## src/rtl/bp_partial_del_accumulator_pkg.sv

```systemverilog
// -----------------------------------------------------------------------------
// bp_partial_del_accumulator_pkg
//   Shared sizing helpers for the partial-delta accumulator and its banks.
//   The depth, address width and counter width are derived here, so the top
//   and the bank compute them the same way.
// -----------------------------------------------------------------------------
package bp_partial_del_accumulator_pkg;

    // Entries per bank: the p neurons of the preceding layer are spread over z banks.
    function automatic int calc_depth(input int p, input int z);
        return p / z;
    endfunction

    // Entry index width. A single-entry bank still carries a 1-bit index.
    function automatic int calc_aw(input int depth);
        return (depth > 1) ? $clog2(depth) : 1;
    endfunction

    // The hit counter must hold the values 0..fo.
    function automatic int calc_cw(input int fo);
        return $clog2(fo + 1);
    endfunction

endpackage

```

## src/rtl/bp_partial_del_accumulator_del_bank.sv

```systemverilog
// -----------------------------------------------------------------------------
// del_bank
//   One bank of the partial-delta accumulator. It holds DEPTH running sums and
//   DEPTH hit counters, and does one read (stage R) and one write (stage W)
//   per cycle.
//   Ports:
//     clk, reset_n    clock, asynchronous active-low reset
//     i_valid         a read address is presented this cycle
//     i_rd_addr       entry to read (stage R)
//     i_del_in        updated sum returned by the BP set for the entry in stage W
//     o_rd_data       registered stored sum that goes to the BP set
//     o_delp_valid    1-cycle pulse: o_delp_out/o_delp_addr hold a finished delta
//     o_delp_addr     entry index of the finished delta
//     o_delp_out      finished delta value
// -----------------------------------------------------------------------------
module del_bank
    import bp_partial_del_accumulator_pkg::*;
#(
    parameter int DEPTH = 2,
    parameter int WIDTH = 16,
    parameter int FO    = 2,
    parameter int AW    = calc_aw(DEPTH),
    parameter int CW    = calc_cw(FO)
) (
    input  logic             clk,
    input  logic             reset_n,
    input  logic             i_valid,
    input  logic [AW-1:0]    i_rd_addr,
    input  logic [WIDTH-1:0] i_del_in,
    output logic [WIDTH-1:0] o_rd_data,
    output logic             o_delp_valid,
    output logic [AW-1:0]    o_delp_addr,
    output logic [WIDTH-1:0] o_delp_out
);

    logic [WIDTH-1:0] r_mem [DEPTH];
    logic [CW-1:0]    r_cnt [DEPTH];
    logic             r_v_q;
    logic [AW-1:0]    r_addr_q;

    logic [CW-1:0]    w_cnt_next;
    logic             w_done;
    logic [WIDTH-1:0] w_wr_data;
    logic             w_fwd;

    always_comb begin
        w_cnt_next = r_cnt[r_addr_q] + CW'(1);
        w_done     = r_v_q && (w_cnt_next == CW'(FO));
        // A completed entry restarts from zero, ready for the next sample.
        w_wr_data  = w_done ? '0 : i_del_in;
        // Stage R reads the entry that stage W is writing in the same cycle.
        w_fwd      = i_valid && r_v_q && (i_rd_addr == r_addr_q);
    end

    // NOTE: the array stays in flops rather than RAM so that every entry and
    // counter clears on the asynchronous reset.
    always_ff @(posedge clk or negedge reset_n) begin
        if (!reset_n) begin
            for (int i = 0; i < DEPTH; i++) begin
                r_mem[i] <= '0;
                r_cnt[i] <= '0;
            end
            r_v_q        <= 1'b0;
            r_addr_q     <= '0;
            o_rd_data    <= '0;
            o_delp_valid <= 1'b0;
            o_delp_addr  <= '0;
            o_delp_out   <= '0;
        end else begin
            r_v_q        <= i_valid;
            o_delp_valid <= w_done;

            // NOTE: the assignments are non-blocking, so the read below sees the
            // array as it was before this edge. The forwarding path supplies the
            // value being written to the same entry in this cycle.
            if (i_valid) begin
                r_addr_q  <= i_rd_addr;
                o_rd_data <= w_fwd ? w_wr_data : r_mem[i_rd_addr];
            end

            // The counter is written back here, so a back-to-back access to the
            // same entry already sees the new count in the next cycle.
            if (r_v_q) begin
                r_mem[r_addr_q] <= w_wr_data;
                r_cnt[r_addr_q] <= w_done ? '0 : w_cnt_next;
            end

            if (w_done) begin
                o_delp_out  <= i_del_in;
                o_delp_addr <= r_addr_q;
            end
        end
    end

endmodule

```

## src/rtl/bp_partial_del_accumulator.sv

```systemverilog
// -----------------------------------------------------------------------------
// bp_partial_del_accumulator
//   Storage and accumulation stage around the BP processor set. It keeps the p
//   running partial delta sums of the preceding layer in z independent banks.
//   Each cycle it sends the addressed sums to the BP set and writes the updated
//   sums back on the next cycle. After fo contributions it releases the
//   finished delta of a neuron as a one-cycle pulse.
//   Ports (bank i occupies slice i of every packed bus):
//     clk                      rising-edge clock
//     reset_n                  asynchronous active-low reset
//     in_valid                 rd_addr_package is valid this cycle
//     rd_addr_package          [AW*z]    per-bank entry index
//     partial_del_out_package  [width*z] stored sums, 1-cycle read latency
//     del_out_package          [width*z] updated sums from the BP set (combinational)
//     delp_valid               [z]       per-bank finished-delta pulse
//     delp_addr_package        [AW*z]    entry index of each finished delta
//     delp_out_package         [width*z] finished delta values
// -----------------------------------------------------------------------------
module bp_partial_del_accumulator
    import bp_partial_del_accumulator_pkg::*;
#(
    parameter  int p     = 16,
    parameter  int z     = 8,
    parameter  int fo    = 2,
    parameter  int width = 16,
    localparam int DEPTH = calc_depth(p, z),
    localparam int AW    = calc_aw(DEPTH),
    localparam int CW    = calc_cw(fo)
) (
    input  logic                 clk,
    input  logic                 reset_n,
    input  logic                 in_valid,
    input  logic [AW*z-1:0]      rd_addr_package,
    output logic [width*z-1:0]   partial_del_out_package,
    input  logic [width*z-1:0]   del_out_package,
    output logic [z-1:0]         delp_valid,
    output logic [AW*z-1:0]      delp_addr_package,
    output logic [width*z-1:0]   delp_out_package
);

    for (genvar g = 0; g < z; g++) begin : g_bank
        del_bank #(
            .DEPTH (DEPTH),
            .WIDTH (width),
            .FO    (fo),
            .AW    (AW),
            .CW    (CW)
        ) u_bank (
            .clk          (clk),
            .reset_n      (reset_n),
            .i_valid      (in_valid),
            .i_rd_addr    (rd_addr_package[g*AW +: AW]),
            .i_del_in     (del_out_package[g*width +: width]),
            .o_rd_data    (partial_del_out_package[g*width +: width]),
            .o_delp_valid (delp_valid[g]),
            .o_delp_addr  (delp_addr_package[g*AW +: AW]),
            .o_delp_out   (delp_out_package[g*width +: width])
        );
    end

endmodule

```

## config.mk

```make
export PLATFORM = sky130hd
export DESIGN_NAME = bp_partial_del_accumulator
export DESIGN_NICKNAME = d
export VERILOG_FILES = /design/src/rtl/bp_partial_del_accumulator_pkg.sv /design/src/rtl/bp_partial_del_accumulator_del_bank.sv /design/src/rtl/bp_partial_del_accumulator.sv
export SDC_FILE = /design/constraint.sdc
export NUM_CORES = 1
export LEC_CHECK = 0
export CORE_MARGIN = 2
export CORE_UTILIZATION = 49
export DETAILED_ROUTE_END_ITERATION = 10
export PLACE_DENSITY = 0.77
export SLEW_MARGIN = 20
export SYNTH_ARGS = -nofsm -noshare
export SYNTH_HDL_FRONTEND = slang
export SYNTH_SLANG_ARGS = --single-unit
```

## constraint.sdc

```tcl
create_clock -name clk -period 1.9 [get_ports clk]
set_clock_uncertainty 0.2 [all_clocks]
set_input_delay 0.38 -clock clk [delete_from_list [all_inputs] [get_ports clk]]
set_output_delay 0.38 -clock clk [all_outputs]
set_load 0.1 [all_outputs]
```

* Yosys cells after proc, flatten, opt, wreduce, memory -nomap -nowiden
Cells that the tools add are included.
Operators by class: $add $sub $neg 8, magnitude comparators 24, equal/unequal tests 16, multiplexer cells 120, bitwise gates (word level) 16, reductions and logical operators 25
Operators with widths (number):
- $mux 16 | 48
- $bwmux 32 | 8
- $demux 16 s1 | 8
- $mux 2 | 40
- $bwmux 4 | 8
- $ge 2x2->1 const B | 16
- $not 1->2 | 16
- $logic_and 1x1->1 | 25
- $add 2x1->2 const B | 8
- $demux 2 s1 | 8
- $eq 2x2->1 const B | 8
- $lt 2x1->1 const B | 8
- $eq 1x1->1 | 8
Storage, ports and cells: register bits 569, output and inout bits 272

* Depth between registers and ports, before layout
word-level depth 9, mapped depth 7

* Modules after synthesis
Synthesis repeated with hierarchy kept, for this count alone.
Second synthesis, totals: cells, all modules 2336, area, all modules 25844.8 µm²
By module, submodules not included:
- del_bank | instances 8, cells each 292, area an instance 3230.6 µm²

* Worst setup path after synthesis
OpenSTA, ideal clock, no wires.
kind flip-flop to flip-flop, start point register g_bank[0].u_bank.r_addr_q, end point register g_bank[0].u_bank.o_delp_out[4], setup time 0.128 ns, arrival time 1.590 ns, slack -0.018 ns, cell stages (with the launch flop) 7, path buffers 2, clock period less this slack 1.918 ns, cell sequence dfrtp_1 buf_2 mux2_2 ha_1 nand2_4 buf_6 mux2_1
On the way: cells in the longest elaborated chain, start to end 7
Ends and longest elaborated chain:
- start, declared | RTL line bp_partial_del_accumulator_del_bank.sv:39 | logic [AW-1:0] r_addr_q;
- start signal, assigned | RTL line bp_partial_del_accumulator_del_bank.sv:77 | r_addr_q <= i_rd_addr;
- $not 1->2 (not written as such) | RTL line bp_partial_del_accumulator_del_bank.sv:47 | w_cnt_next = r_cnt[r_addr_q] + CW'(1);
- $mux 2 (not written as such) (3 in a row) | RTL line bp_partial_del_accumulator_del_bank.sv:47
- $add 2x1->2 | RTL line bp_partial_del_accumulator_del_bank.sv:47
- $eq 2x2->1 | RTL line bp_partial_del_accumulator_del_bank.sv:48 | w_done = r_v_q && (w_cnt_next == CW'(FO));
- $logic_and 1x1->1 | RTL line bp_partial_del_accumulator_del_bank.sv:48
- end signal, assigned | RTL line bp_partial_del_accumulator_del_bank.sv:89 | o_delp_out <= i_del_in;
- end, declared | RTL line bp_partial_del_accumulator_del_bank.sv:33 | output logic [WIDTH-1:0] o_delp_out
No other way between the ends. The select of a mux whose other input is x is not followed. A chain may end at the register's enable or synchronous reset.

* Worst setup path in the final report
start point register g_bank[5].u_bank.r_addr_q, end point register g_bank[5].u_bank.o_rd_data[9]
On the way: cells in the longest elaborated chain, start to end 9
Ends and longest elaborated chain:
- start, declared | RTL line bp_partial_del_accumulator_del_bank.sv:39
- start signal, assigned | RTL line bp_partial_del_accumulator_del_bank.sv:77
- $not 1->2 (not written as such) | RTL line bp_partial_del_accumulator_del_bank.sv:47
- $mux 2 (not written as such) (3 in a row) | RTL line bp_partial_del_accumulator_del_bank.sv:47
- $add 2x1->2 | RTL line bp_partial_del_accumulator_del_bank.sv:47
- $eq 2x2->1 | RTL line bp_partial_del_accumulator_del_bank.sv:48
- $logic_and 1x1->1 | RTL line bp_partial_del_accumulator_del_bank.sv:48
- $mux 16 | RTL line bp_partial_del_accumulator_del_bank.sv:50 | w_wr_data = w_done ? '0 : i_del_in;
- $mux 16 (*) | RTL line bp_partial_del_accumulator_del_bank.sv:78 | o_rd_data <= w_fwd ? w_wr_data : r_mem[i_rd_addr];
- end signal, assigned | RTL line bp_partial_del_accumulator_del_bank.sv:78
- end, declared | RTL line bp_partial_del_accumulator_del_bank.sv:30 | output logic [WIDTH-1:0] o_rd_data,
Mark *: on every way between the ends. The rest lies on a longest branch, timed or not. The select of a mux whose other input is x is not followed.

==> impl_metrics.env <==
export IMPL_io_pins=411
export IMPL_crit_fanout=7
export IMPL_synthXorXnorAreaFrac=0.00339
export IMPL_syn_area_per_cell_sq_um=10.8
export IMPL_cts_root_buf="clkbuf_16"
export IMPL_final_util=0.725
export IMPL_synthSimpleGateAreaFrac=0.117
export IMPL_syn_area_sq_mm=0.0251
export IMPL_p_leak_nw=16.8
export IMPL_rsz0062_at_grt="true"
export IMPL_switching_share=0.460
export IMPL_end_kind="flip-flop"
export IMPL_cts_sinks=569
export IMPL_n_fill_cell=3033
export IMPL_finalInstanceArea_sq_mm=0.0365
export IMPL_antenna_left=0
export IMPL_max_freq_mhz=523
export IMPL_worst_pin_slew_ns=0.591
export IMPL_pwr_share_seq=0.283
export IMPL_slew_headroom=0.606
export IMPL_synth_area_leaders="dfrtp_1 (57%), nand2_1 (7.8%), mux2_2 (7.0%)"
export IMPL_setup_worst_path_start_class="flip-flop"
export IMPL_max_vdd_ir_drop_mv=1.77
export IMPL_coreArea_sq_mm=0.0504
export IMPL_synth_area_leader_cell="dfrtp_1"
export IMPL_h_tree_depth=2
export IMPL_nets=2911
export IMPL_grt_max_degree=101
export IMPL_fin_crit_sh=1.01
export IMPL_drtPass1Iterations=5
export IMPL_clock_latency_ns=0.60
export IMPL_grt_pass1_vias=21000
export IMPL_place_worst_setup_slack_ns=-0.225
export IMPL_portBuffers=410
export IMPL_antenna_found_initial=3
export IMPL_setup_ws_ns=-0.0136
export IMPL_clock_path_buffers=3
export IMPL_cts_made_buffers=58
export IMPL_cp_required_ns=2.16
export IMPL_finalSetupViolCount=8
export IMPL_clkSlewWorstSetupHoldPaths_ns=0.06
export IMPL_place_gp_congestion=0.827
export IMPL_synth_top_family_by_area="multiplexers"
export IMPL_slowest_stage="dfrtp_1"
export IMPL_p_clk_frac=0.166
export IMPL_gr_usage_all_layers=0.265
export IMPL_row_count=82
export IMPL_tns_ns=-0.0439
export IMPL_drt_iter0_drc=1626
export IMPL_critPathMostFrequentCell="buf_6"
export IMPL_min_period_ns=1.91
export IMPL_synthAdderAreaFrac=0.00398
export IMPL_start_util=0.499
export IMPL_vias_per_cell=5.78
export IMPL_final_cells=3483
export IMPL_status="finished, violations left"
export IMPL_share_comb_of_total_power=0.551
export IMPL_p_int_mw=37.6
export IMPL_synth_top_area_share=0.567
export IMPL_synthCells=2317
export IMPL_crit_buf_inv=3
export IMPL_placed_cell_area_sq_mm=0.0335
export IMPL_routed_wl_mm=73.0
export IMPL_ys_warn_count=0
export IMPL_wl_per_cell_um=21.0
export IMPL_crit_path_max_incr_delay_ns=0.40
export IMPL_layout_area_overhead_vs_synth_pct=45.4
export IMPL_drive_gt1_frac=0.298
export IMPL_regArea_sq_mm=0.0142
export IMPL_hpwl_mm=47.7
export IMPL_synth_mux_area_fraction=0.135
export IMPL_placedCellCount=3343
export IMPL_die_y_um=230
export IMPL_violations="negative setup slack"
export IMPL_drc=0
export IMPL_die_w_um=230
export IMPL_tritoncts="yes"
export IMPL_arrival_ns=2.17
export IMPL_synthesis_nets=2464
export IMPL_fp_dieArea_sq_mm=0.0531
export IMPL_p_per_area_mw_per_mm2=1910
export IMPL_hold_viol_final=0
export IMPL_ys_ff_latch=569
export IMPL_synth_compound_area_share=0.110
export IMPL_multi_input_area_sq_mm=0.00977
export IMPL_yosysUniqueCellTypes=31
export IMPL_grt_pass1_wl_mm=114
export IMPL_crit_type="flip-flop to flip-flop"
export IMPL_worstPathCellList="buf_6 -> mux2i_2 -> ha_2 -> nand2_4 -> buf_12 -> buf_6 -> nand4_1 -> o221ai_1"
export IMPL_cpLargestDelayFamily="buffers and inverters"
export IMPL_yosysSeqAreaShare=0.567
export IMPL_vias=20100
export IMPL_maxSlewViolCount=0
export IMPL_cap_violations=0
export IMPL_overflow=0
export IMPL_hold_path_class="input port to flip-flop"
export IMPL_p_sw_mw=32.0
routing by layer:
layer	track usage	vias up	wire, um
li1	-	8947	-
met1	0.334	10200	28300
met2	0.451	829	36800
met3	0.0627	150	5770
met4	0.0839	2	2060
met5	0	-	13
Yosys cell counts:
cell type / instances
o221ai_1: 128
ha_1: 8
buf_6: 21
nor3_1: 16
nand2_4: 9
xor2_2: 1
buf_1: 2
o31ai_1: 16
and2_1: 8
o21ai_1: 5
buf_2: 45
nand2_1: 519
nand2_2: 1
inv_1: 135
clkbuf_1: 100
xnor2_1: 6
o211ai_1: 16
mux2_2: 157
nand2b_1: 9
a21o_1: 16
xnor2_2: 1
inv_2: 1
buf_4: 32
clkbuf_2: 1
o21ai_0: 251
mux2_1: 83
nand4_1: 112
buf_8: 1
mux2i_1: 8
mux2_4: 40
dfrtp_1: 569
kinds of logic after synthesis:
family / after synthesis
flip-flops: 569
adder cells (fa/ha/maj): 8
buffers and inverters: 338
multiplexers: 288
XOR/XNOR: 8
AO/OA/AOI/OAI: 432
AND/OR/NAND/NOR: 674
path summary, 6_finish.rpt:
| kind | slack, ns | to | from | cells past startpoint |
|---|---|---|---|---|
| min in group asynchronous | 0.05 | g_bank[7].u_bank.o_delp_out[11]$_DFFE_PN0P_ | reset_n | 2 |
| worst max register to register | -0.01 | g_bank[5].u_bank.o_rd_data[9]$_DFFE_PN0P_ | g_bank[5].u_bank.r_addr_q$_DFFE_PN0P_ | 8 |
| worst max-delay path | -0.01 | g_bank[5].u_bank.o_rd_data[9]$_DFFE_PN0P_ | g_bank[5].u_bank.r_addr_q$_DFFE_PN0P_ | 8 |
| worst min register to register | 0.28 | g_bank[2].u_bank.r_mem[10]$_DFFE_PN0P_ | g_bank[2].u_bank.r_mem[10]$_DFFE_PN0P_ | 2 |
| max in group asynchronous | 0.54 | g_bank[1].u_bank.o_delp_out[13]$_DFFE_PN0P_ | reset_n | 3 |
| worst min-delay path | 0.04 | g_bank[7].u_bank.r_v_q$_DFF_PN0_ | in_valid | 2 |
registers in the layout (all words and copies together), names as in the netlist:
register	cells
g_bank.u_bank.o_delp_valid	8
g_bank.u_bank.r_v_q	1
g_bank.u_bank.o_rd_data	128
g_bank.u_bank.o_delp_addr	8
g_bank.u_bank.r_cnt	32
g_bank.u_bank.r_mem	256
g_bank.u_bank.o_delp_out	128
g_bank.u_bank.r_addr_q	8
power by group through the flow:
stage               sequential (mW)  combinational (mW)  clock (mW)
global route                   20.2                39.6        12.3
finish                         19.7                38.3        11.6
floorplan                      33.6                8.03           0
detailed placement             19.8                36.5           0
CTS                            19.6                37.2        11.7
global placement               19.5                35.9           0
metrics by stage:
stage / hold slack, ns / power [mW]
final: 0.0447 / 69.6
after global routing: 0.0481 / 72.1
after CTS: 0.0221 / 68.5
after detailed placement: 0.0702 / 56.3
after global placement: 0.0678 / 55.4
after floorplan: -0.116 / 41.6
layout by cell type, fill, tap and decap left out, drive strengths merged:
cell	n
dfrtp	569
clkinv	11
clkdlybuf4s50	136
o21ai	256
diode	2
ha	8
dlygate4sd3	1
mux2	280
o221ai	128
xnor2	7
xor2	1
and2	8
a21o	16
clkbuf	101
bufbuf	3
bufinv	5
nand4	112
o211ai	16
o31ai	16
nor3	16
mux2i	8
nand2b	9
nand2	529
inv	137
buf	436
worst reg2reg max path, cell delays in order (launching register included):
cell and delay, ns:
dfrtp_1 0.40, buf_6 0.13, mux2i_2 0.16, ha_2 0.23, nand2_4 0.12, buf_12 0.19
buf_6 0.13, nand4_1 0.10, o221ai_1 0.12
final cells by class:
type,instances,share of cell area
Multi-Input combinational cell,1410,0.267
Timing Repair Buffer,589,0.253
Inverter,136,0.0140
Sequential cell,569,0.390
Tap cell,672,0.0230
Clock inverter,17,0.00586
Antenna cell,2,0.000137
Clock buffer,88,0.0470
what timing repair did:
action                                  in CTS  in global routing
setup buffers                                7                 10
cloned                                       4                 12
hold buffers                                 1                  0
hold endpoints to repair                   569                  0
endpoints found under the setup margin     243                321
pin swaps                                    3                 12
gates resized for setup                     49                165
No activity file was read; power rests on OpenSTA's default activity.
